**src/rtl/conv1_frame_ctrl_pkg.sv**
```systemverilog
// rtl/conv1_frame_ctrl_pkg.sv - shared state encoding, counter widths and geometry helpers
package conv1_frame_ctrl_pkg;

  typedef enum logic [2:0] {
    S_IDLE  = 3'd0,
    S_CLR   = 3'd1,
    S_FEED  = 3'd2,
    S_DRAIN = 3'd3,
    S_DONE  = 3'd4
  } state_t;

  localparam int IDX_BITS   = 5;
  localparam int TOTAL_BITS = 10;

  // Default-geometry constants; the modules re-derive them from their own parameters.
  localparam int DEF_OW   = 24;
  localparam int DEF_OH   = 24;
  localparam int DEF_NPIX = 28 * 28;
  localparam int DEF_NOUT = DEF_OW * DEF_OH;

  function automatic int out_dim(input int n, input int k);
    return n - k + 1;
  endfunction

endpackage

```
**src/rtl/conv1_frame_ctrl_out_tracker.sv**
```systemverilog
// rtl/conv1_frame_ctrl_out_tracker.sv - row/col/total counters for conv1 valid outputs
module conv1_out_tracker
  import conv1_frame_ctrl_pkg::*;
#(
  parameter int OW = DEF_OW,
  parameter int OH = DEF_OH
) (
  input  logic                  clk,
  input  logic                  rst_n,
  input  logic                  clear,
  input  logic                  active,
  input  logic                  valid,
  output logic [IDX_BITS-1:0]   out_row,
  output logic [IDX_BITS-1:0]   out_col,
  output logic [TOTAL_BITS-1:0] total,
  output logic                  overflow
);

  logic [IDX_BITS-1:0] row_cnt;
  logic [IDX_BITS-1:0] col_cnt;
  logic                hit;
  logic                full;

  assign hit      = active && valid;
  assign full     = total == TOTAL_BITS'(OW * OH);
  assign overflow = hit && full;

  // Once full, further valids leave every counter and the presented index untouched.
  always_ff @(posedge clk or negedge rst_n) begin
    if (!rst_n) begin
      row_cnt <= '0;
      col_cnt <= '0;
      out_row <= '0;
      out_col <= '0;
      total   <= '0;
    end else if (clear) begin
      row_cnt <= '0;
      col_cnt <= '0;
      out_row <= '0;
      out_col <= '0;
      total   <= '0;
    end else if (hit && !full) begin
      out_row <= row_cnt;
      out_col <= col_cnt;
      total   <= total + 1'b1;
      if (col_cnt == IDX_BITS'(OW - 1)) begin
        col_cnt <= '0;
        row_cnt <= row_cnt + 1'b1;
      end else begin
        col_cnt <= col_cnt + 1'b1;
      end
    end
  end

endmodule

```
**src/rtl/conv1_frame_ctrl.sv**
```systemverilog
// rtl/conv1_frame_ctrl.sv - per-frame sequencer feeding one image into the conv1 layer
module conv1_frame_ctrl
  import conv1_frame_ctrl_pkg::*;
#(
  parameter int WIDTH      = 28,
  parameter int HEIGHT     = 28,
  parameter int DATA_BITS  = 8,
  parameter int K          = 5,
  parameter int ADDR_BITS  = 10,
  parameter int CLR_CYCLES = 2,
  parameter int TIMEOUT    = 64
) (
  input  logic                 clk,
  input  logic                 rst_n,
  input  logic                 start,
  output logic                 busy,
  output logic                 done,
  output logic                 frame_err,
  output logic                 img_rd_en,
  output logic [ADDR_BITS-1:0] img_addr,
  input  logic [DATA_BITS-1:0] img_data,
  output logic                 layer_rst_n,
  output logic [DATA_BITS-1:0] layer_data_in,
  input  logic                 valid_out_conv,
  output logic [4:0]           out_row,
  output logic [4:0]           out_col
);

  localparam int OW        = out_dim(WIDTH, K);
  localparam int OH        = out_dim(HEIGHT, K);
  localparam int NPIX      = WIDTH * HEIGHT;
  localparam int NOUT      = OW * OH;
  localparam int CLR_BITS  = $clog2(CLR_CYCLES + 1);
  localparam int IDLE_BITS = $clog2(TIMEOUT + 1);

  state_t                state, state_nxt;
  logic [CLR_BITS-1:0]   clr_cnt;
  logic [IDLE_BITS-1:0]  idle_cnt;
  logic [TOTAL_BITS-1:0] total;
  logic                  feed_d, accept, last_pix, timeout, all_out, overflow;

  assign accept   = (state == S_IDLE) && start;
  assign last_pix = img_addr == ADDR_BITS'(NPIX - 1);
  assign timeout  = idle_cnt == IDLE_BITS'(TIMEOUT);
  assign all_out  = total == TOTAL_BITS'(NOUT);

  always_ff @(posedge clk or negedge rst_n) begin
    if (!rst_n) state <= S_IDLE;
    else        state <= state_nxt;
  end

  always_comb begin
    state_nxt = state;
    case (state)
      S_IDLE:  if (start) state_nxt = S_CLR;
      S_CLR:   if (clr_cnt == CLR_BITS'(CLR_CYCLES - 1)) state_nxt = S_FEED;
      S_FEED:  if (last_pix) state_nxt = S_DRAIN;
      S_DRAIN: if (all_out || timeout) state_nxt = S_DONE;
      S_DONE:  state_nxt = S_IDLE;
      default: state_nxt = S_IDLE;
    endcase
  end

  always_comb begin
    busy        = 1'b0;
    done        = 1'b0;
    img_rd_en   = 1'b0;
    layer_rst_n = 1'b0;
    case (state)
      S_CLR:   busy = 1'b1;
      S_FEED:  begin busy = 1'b1; img_rd_en = 1'b1; layer_rst_n = 1'b1; end
      S_DRAIN: begin busy = 1'b1; layer_rst_n = 1'b1; end
      S_DONE:  begin busy = 1'b1; done = 1'b1; end
      default: busy = 1'b0;
    endcase
  end

  // feed_d lines up with the RAM's one-cycle read latency, so pixels land two cycles after their address.
  always_ff @(posedge clk or negedge rst_n) begin
    if (!rst_n) begin
      clr_cnt       <= '0;
      idle_cnt      <= '0;
      img_addr      <= '0;
      feed_d        <= 1'b0;
      layer_data_in <= '0;
      frame_err     <= 1'b0;
    end else begin
      feed_d        <= state == S_FEED;
      layer_data_in <= feed_d ? img_data : '0;
      clr_cnt       <= (state == S_CLR) ? clr_cnt + 1'b1 : '0;
      if (state == S_FEED) img_addr <= last_pix ? '0 : img_addr + 1'b1;
      else                 img_addr <= '0;
      if (state != S_DRAIN)    idle_cnt <= '0;
      else if (valid_out_conv) idle_cnt <= '0;
      else if (!timeout)       idle_cnt <= idle_cnt + 1'b1;
      if (accept)
        frame_err <= 1'b0;
      else if (overflow || (state == S_DRAIN && timeout && !all_out))
        frame_err <= 1'b1;
    end
  end

  conv1_out_tracker #(
    .OW(OW),
    .OH(OH)
  ) u_tracker (
    .clk      (clk),
    .rst_n    (rst_n),
    .clear    (accept),
    .active   (state == S_FEED || state == S_DRAIN),
    .valid    (valid_out_conv),
    .out_row  (out_row),
    .out_col  (out_col),
    .total    (total),
    .overflow (overflow)
  );

endmodule

```
**config.mk**
```make
export PLATFORM = sky130hd
export DESIGN_NAME = conv1_frame_ctrl
export DESIGN_NICKNAME = d
export VERILOG_FILES = /design/src/rtl/conv1_frame_ctrl_pkg.sv /design/src/rtl/conv1_frame_ctrl_out_tracker.sv /design/src/rtl/conv1_frame_ctrl.sv
export SDC_FILE = /design/constraint.sdc
export NUM_CORES = 1
export LEC_CHECK = 0
export CORE_MARGIN = 2
export CORE_UTILIZATION = 30
export DETAILED_ROUTE_END_ITERATION = 6
export DONT_BUFFER_PORTS = 1
export GPL_TIMING_DRIVEN = 0
export PLACE_DENSITY = 0.42
export REMOVE_ABC_BUFFERS = 1
export SYNTH_ARGS = -nofsm -noshare
export SYNTH_HDL_FRONTEND = slang
export SYNTH_SLANG_ARGS = --single-unit
```
**constraint.sdc**
```tcl
create_clock -name clk -period 2.4 [get_ports clk]
set_input_delay 0.48 -clock clk [delete_from_list [all_inputs] [get_ports clk]]
set_output_delay 0.48 -clock clk [all_outputs]
set_load 0.02 [all_outputs]
```
==> results of run 1 <==
-- cell usage after synthesis, drive strengths merged, types with 3 or more instances --
library cell / number
and2: 11
nand2: 42
xnor2: 9
ha: 8
nand2b: 4
xor2: 10
nor4: 5
dfrtp: 62
a21oi: 7
mux2i: 7
nand4: 6
o21ai: 6
buf: 9
nand4b: 3
nor2: 28
nand3: 24
inv: 8
o31ai: 3
-- through the flow --
stage / cell area, µm² / setup TNS, ns
6_report: 3179 / 0
3_3_place_gp: 2968 / 0
4_1_cts: 3179 / 0
3_5_place_dp: 2974 / -0.2032
5_1_grt: 3179 / 0
2_1_floorplan: 2806 / 0
-- cell families after synthesis --
group,synth area share
flip-flops,0.5394
adder cells (fa/ha/maj),0.03480
XOR/XNOR,0.05785
AND/OR/NAND/NOR,0.2484
multiplexers,0.02436
buffers and inverters,0.03480
AO/OA/AOI/OAI,0.06046
-- worst register-to-register path, cell delays in order (launching register included) --
cell and delay [ns]:
dfrtp_1 0.46, nor4_2 0.42, a41o_1 0.71, nor2_1 0.25
o21ai_0 0.23
-- power by group --
group	leakage, nW	internal (W)	switching (W)
clock	0.0894	0.000376	0.000441
sequential	0.788	0.00117	0.000189
combinational	0.540	0.000126	0.000158
total	1.42	0.00167	0.000789
-- worst paths after layout --
path / startpoint / to / slack, ns / cells after the start
setup reg to reg: u_tracker.total[5]$_DFFE_PN0P_ / u_tracker.row_cnt[1]$_DFFE_PN0P_ / 0.26 / 4
hold / removal: rst_n / u_tracker.out_row[3]$_DFFE_PN0P_ / 0.007 / 1
max in group asynchronous: rst_n / state[2]$_DFFE_PN0P_ / 2.14 / 1
min in group clk: img_data[6] / layer_data_in[6]$_DFF_PN0_ / 0.27 / 1
hold reg to reg: clr_cnt[0]$_DFF_PN0_ / clr_cnt[0]$_DFF_PN0_ / 0.44 / 1
setup / recovery: state[1]$_DFFE_PN0P_ / img_rd_en / 0.18 / 2
-- sequential cells by signal (all words and copies together) (netlist names) --
register           cells
clr_cnt                2
feed_d                 1
frame_err              1
idle_cnt               7
img_addr              10
layer_data_in          8
state                  3
u_tracker.col_cnt      5
u_tracker.out_col      5
u_tracker.out_row      5
u_tracker.row_cnt      5
u_tracker.total       10
-- metal layers --
layer / GRT usage / wire length [µm]
met5: 0 / 0
met4: 0.05538 / 100
met3: 0.03830 / 330
met2: 0.1893 / 2517
met1: 0.1655 / 2963
-- area by class of cell --
type                    instances  area [µm²]
clock buffers                   9       123.9
clock inverters                 7       48.80
fillers                       989        6105
inverters                       8       30.03
multi-input cells             201        1236
flip-flops and latches         62        1551
well taps                     129       161.4
repair buffers                  1       27.53
-- timing repair --
action,4_1_cts,5_1_grt
resized for setup,2,0
endpoints found under the hold margin,62,0
hold buffers,1,0
setup endpoints to repair,10,0
setup buffers,0,0
==> flow_metrics.tcl, run 1 <==
set metrics [dict create \
    run_status "finished, final reports clean" \
    path_max_fanout 10 \
    die_area_um2 10390 \
    worst_setup_path_end_kind "output pin" \
    synth_area_leader_cell "dfrtp_1" \
    layout_commonest_cell "dfrtp_1" \
    fp.coreArea_um2 9284 \
    report.final.setup_viol 0 \
    yosys_warnings 0 \
    postLayoutCoreUtil 0.3425 \
    yosys_most_used_dff "dfrtp_1" \
    worst_skew_pair.late_latency_ns 0.34 \
    critical_path.top_delay_family "simple AND/OR/NAND/NOR gates" \
    power_w 0.002458 \
    whs_ns 0.006814 \
    postSynthRegisterBits 62 \
    timing.final.max_slew_violations 0 \
    layout-drive-gt1-share 0.08681 \
    cts_tree "done" \
    buffer_ports.inserted 0 \
    hold_viol 0 \
    drt-total-wl_mm 5.912 \
    synth.avg_cell_area_um2 10.20 \
    dr.first_iter.drc_count 60 \
    synthesis.instances 282 \
    max_cap_violations 0 \
    design.final.nets 303 \
    worst_ep_required_time_ns 1.92 \
    layout.cells.most_common_list "dfrtp_1 (62), nand2_1 (42), nor2_1 (28), nand3_1 (24), and2_1 (11)" \
    cpMostUsedCell "nor2b_2" \
    numCtsBuffers 9 \
    dpl_worst_slack_ns -0.03509 \
    cell_pwr_density_nw_per_um2 773.3 \
    vias_per_instance 4.770 \
    floorplan.io_pins 45 \
    netlist_area_um2 2877 \
    ys_seq_area_frac 0.5394 \
    remaining_drc_errors 0 \
    die_height_um 101.9 \
    cts.reportedPaths.clkPinSlew_ns 0.08 \
    final.period_utilization 0.9251 \
    max-clock-path-buffers 2 \
    unrepaired_setup_endpoints_after_global_routing "false" \
    ant_nets 0 \
    worstMarginPinSlew_ns 0.9740 \
    setup_slack_after_layout_ns 0.1799 \
    final.min_clock_period_ns 2.220 \
    start_util 0.3098 \
    critical_path.slowest_cell "dfrtp_1" \
    synth-async-reset-ratio 1.000 \
    max_freq_ghz 0.4504 \
    antenna_cells 0 \
    synth_cell_types 42 \
    dr.pass1.iters 4 \
    dp_hpwl_mm 3.740 \
    worstSetupStartpointType "flip-flop" \
    die_w_um 101.9 \
    total_leakage_power_nw 1.418 \
    min-delay-path-class "input pin to asynchronous set/reset pin" \
    worstSetupPathType "flip-flop to output pin" \
    root_buffer "clkbuf_8" \
    critical_path_cell_by_cell "nor2b_2 -> nor2b_2" \
    grt.overflow.total 0 \
    detailroute.via_count 1989 \
    worst_slew_margin_rel 0.3507 \
    vias_in_the_first_global_route 2004 \
    synth-edff-count 0 \
    grt.total_usage 0.1251 \
    finalNonFillerCells 417 \
    grt_start_max_net_pins 63 \
    vdd.ir_drop.worst_mv 0.2367 \
    final.setup_skew_ns 0.01450 \
    place_congestion 0.7303 \
    slowest_delay_ns 0.53 \
    synth_top_area_frac 0.5394 \
    worst-path-buf-inv 0 \
    placementRows 35 \
    cts_htree_levels 3 \
    antenna_found_initial 0 \
    clkSinkCount 62 \
    synthTopCellsByArea "dfrtp_1 (54%), nand2_1 (5.5%), nand3_1 (4.2%)" \
    routed_wire_length_per_instance_um 14.18 \
    instance_count_after_placement_with_tap_cells_included 400 \
    flow.area_growth_from_synthesis_pct 10.53 \
    worst-endpoint-arrival_ns 1.74 \
    grt_pass1_wl_mm 10.06 \
]
(Power assumes the default switching activity.)
==> run 2: changes to the inputs <==
- GPL_ROUTABILITY_DRIVEN: default -> 0
==> results of run 2 <==
No change in the layout: final DEF, timing and power equal those of run 1.
==> run 3: changes to the inputs <==
- DONT_BUFFER_PORTS: 1 -> default
- PLACE_DENSITY: 0.42 -> 0.48
==> run 3 against run 2 <==
Wire length decreased by 2.1%. Worst hold slack gained 0.19 ns. Critical endpoint is now done. Sequential share of layout area shrank 5.5 points. Non-clock buffer count rose by 44.
==> flow_metrics.tcl, run 3 (synthesized netlist as in run 1, its figures left out) <==
set metrics [dict create \
    flow.area_growth_from_synthesis_pct 24.66 \
    design.final.nets 347 \
    final.min_clock_period_ns 2.286 \
    layout.cells.most_common_list "dfrtp_1 (61), nand2_1 (42), clkdlybuf4s50_1 (42), nor2_1 (28), nand3_1 (24)" \
    worst-endpoint-arrival_ns 1.81 \
    cts_tree "done" \
    die_area_um2 10390 \
    max_freq_ghz 0.4374 \
    slowest_delay_ns 0.61 \
    final.period_utilization 0.9527 \
    timing.final.max_slew_violations 0 \
    grt_util_met2 0.1847 \
    clkSinkCount 62 \
    fp.coreArea_um2 9284 \
    start_util 0.3098 \
    drt-total-wl_mm 5.790 \
    regToRegStartpoint "u_tracker.total[5]$_DFFE_PN0P_" \
    antenna_found_initial 0 \
    critical_path.slowest_cell "clkdlybuf4s50_1" \
    setup_slack_after_layout_ns 0.1136 \
    routed_wire_length_per_instance_um 12.56 \
    antenna_cells 0 \
    cts.reportedPaths.clkPinSlew_ns 0.07 \
    path_max_fanout 9 \
    global_route.peak_usage_layer "met2" \
    register_area_um2 1553 \
    max_cap_violations 0 \
    total_leakage_power_nw 1.581 \
    detailroute.via_count 2097 \
    met1_usage 0.1640 \
    dr.first_iter.drc_count 30 \
    r2r-end "u_tracker.row_cnt[0]$_DFFE_PN0P_" \
    placementRows 35 \
    cts_htree_levels 3 \
    report.final.setup_viol 0 \
    worst_slew_margin_rel 0.4261 \
    final.setup_skew_ns 0.01134 \
    dp_hpwl_mm 3.793 \
    root_buffer "clkbuf_8" \
    vias_in_the_first_global_route 2075 \
    floorplan.io_pins 45 \
    dpl_worst_slack_ns -0.009148 \
    cell_depth_of_the_worst_flop_to_flop_path 4 \
    hold_viol 0 \
    unrepaired_setup_endpoints_after_global_routing "false" \
    ant_nets 0 \
    worstSetupPathType "flip-flop to output pin" \
    layout_commonest_cell "dfrtp_1" \
    buffer_ports.inserted 44 \
    worst_setup_path_end_kind "output pin" \
    post-cts-setup-buffer-count 0 \
    worstSetupStartpointType "flip-flop" \
    setup_slack_on_the_worst_flop_to_flop_path_ns 0.29 \
    power_w 0.002523 \
    grt.total_usage 0.1217 \
    min-delay-path-class "input pin to asynchronous set/reset pin" \
    met3_usage 0.03283 \
    worst_skew_pair.late_latency_ns 0.33 \
    postLayoutCoreUtil 0.3863 \
    grt.overflow.total 0 \
    vdd.ir_drop.worst_mv 0.2325 \
    num-fill-cells 943 \
    vias_per_instance 4.549 \
    worst_ep_required_time_ns 1.92 \
    total_negative_slack_for_setup_checks_ns 0 \
    run_status "finished, final reports clean" \
    layout-drive-gt1-share 0.06928 \
    grt_pass1_wl_mm 9.839 \
    max-clock-path-buffers 2 \
    numCtsBuffers 9 \
    worstMarginPinSlew_ns 0.8608 \
    cell_pwr_density_nw_per_um2 703.6 \
    biggestRegsByFlops "img_addr (10), u_tracker.total (10), layer_data_in (8)" \
    multi_input_comb_area_um2 1232 \
    remaining_drc_errors 0 \
    dr.pass1.iters 4 \
    grt_start_max_net_pins 63 \
    die_w_um 101.9 \
    critical_path_cell_by_cell "nor2_1 -> and2_1 -> clkdlybuf4s50_1" \
    die_height_um 101.9 \
]
[run 3: changes by cell type in the layout (fill, tap and decap cells not counted), sizes merged]
cell	previous run	this run
clkinv	5	3
dlygate4sd2	0	1
inv	9	8
clkbuf	9	12
clkdlybuf4s50	0	42
buf	1	2
[run 3: repair_timing]
action	CTS	global route
hold buffers	0	0
resized for setup	4	0
endpoints found under the setup margin	1	0
[run 3: how the worst max path moves through the flow]
stage | start | to | slack, ns | cells past startpoint
final | state[0]$_DFFE_PN0P_ | done | 0.11 | 3
after global routing | state[0]$_DFFE_PN0P_ | busy | 0.01 | 3
after CTS | state[0]$_DFFE_PN0P_ | done | 0.07 | 3
after detailed placement | valid_out_conv | u_tracker.col_cnt[3]$_DFFE_PN0P_ | -0.009 | 5
after global placement | rst_n | idle_cnt[4]$_DFFE_PN0P_ | -1.36 | 1
after floorplan | state[1]$_DFFE_PN0P_ | img_addr[3]$_DFF_PN0_ | 0.55 | 4
[run 3: worst max-delay path: cells and delay by family (launching register included)]
family        cells  cell delay (ns)
simple gates      2             0.38
buf+inv           1             0.61
flops             1             0.50
[run 3: per-layer routing]
| layer | wire (µm) | vias to the layer above | share of wire |
|---|---|---|---|
| met5 | 0 | - | 0 |
| met4 | 86 | 0 | 0.015 |
| met3 | 239 | 6 | 0.041 |
| met2 | 2473 | 37 | 0.43 |
| met1 | 2991 | 999 | 0.52 |
| li1 | - | 1055 | - |
[run 3: where the power goes]
group / switching (W) / leakage [nW] / internal (W) / total (W)
clock network: 0.000394 / 0.0861 / 0.000398 / 0.000792
logic: 0.000227 / 0.707 / 0.000204 / 0.000431
registers: 0.000131 / 0.788 / 0.00117 / 0.00130
[run 3: cell type report]
class	instances	share of cell area
flip-flops and latches	62	0.4330
multi-input cells	201	0.3437
repair buffers	45	0.1232
well taps	129	0.04501
clock buffers	12	0.04047
inverters	8	0.008374
clock inverters	4	0.006281
[run 3: stage by stage]
stage / cells / hold WS [ns] / instance area, µm²
finish: 461 / 0.1977 / 3586
global route: 461 / 0.2916 / 3586
CTS: 461 / 0.2504 / 3586
detailed placement: 445 / 0.4255 / 3411
global placement: 444 / 0.4191 / 3408
floorplan: 271 / 0.1844 / 2806
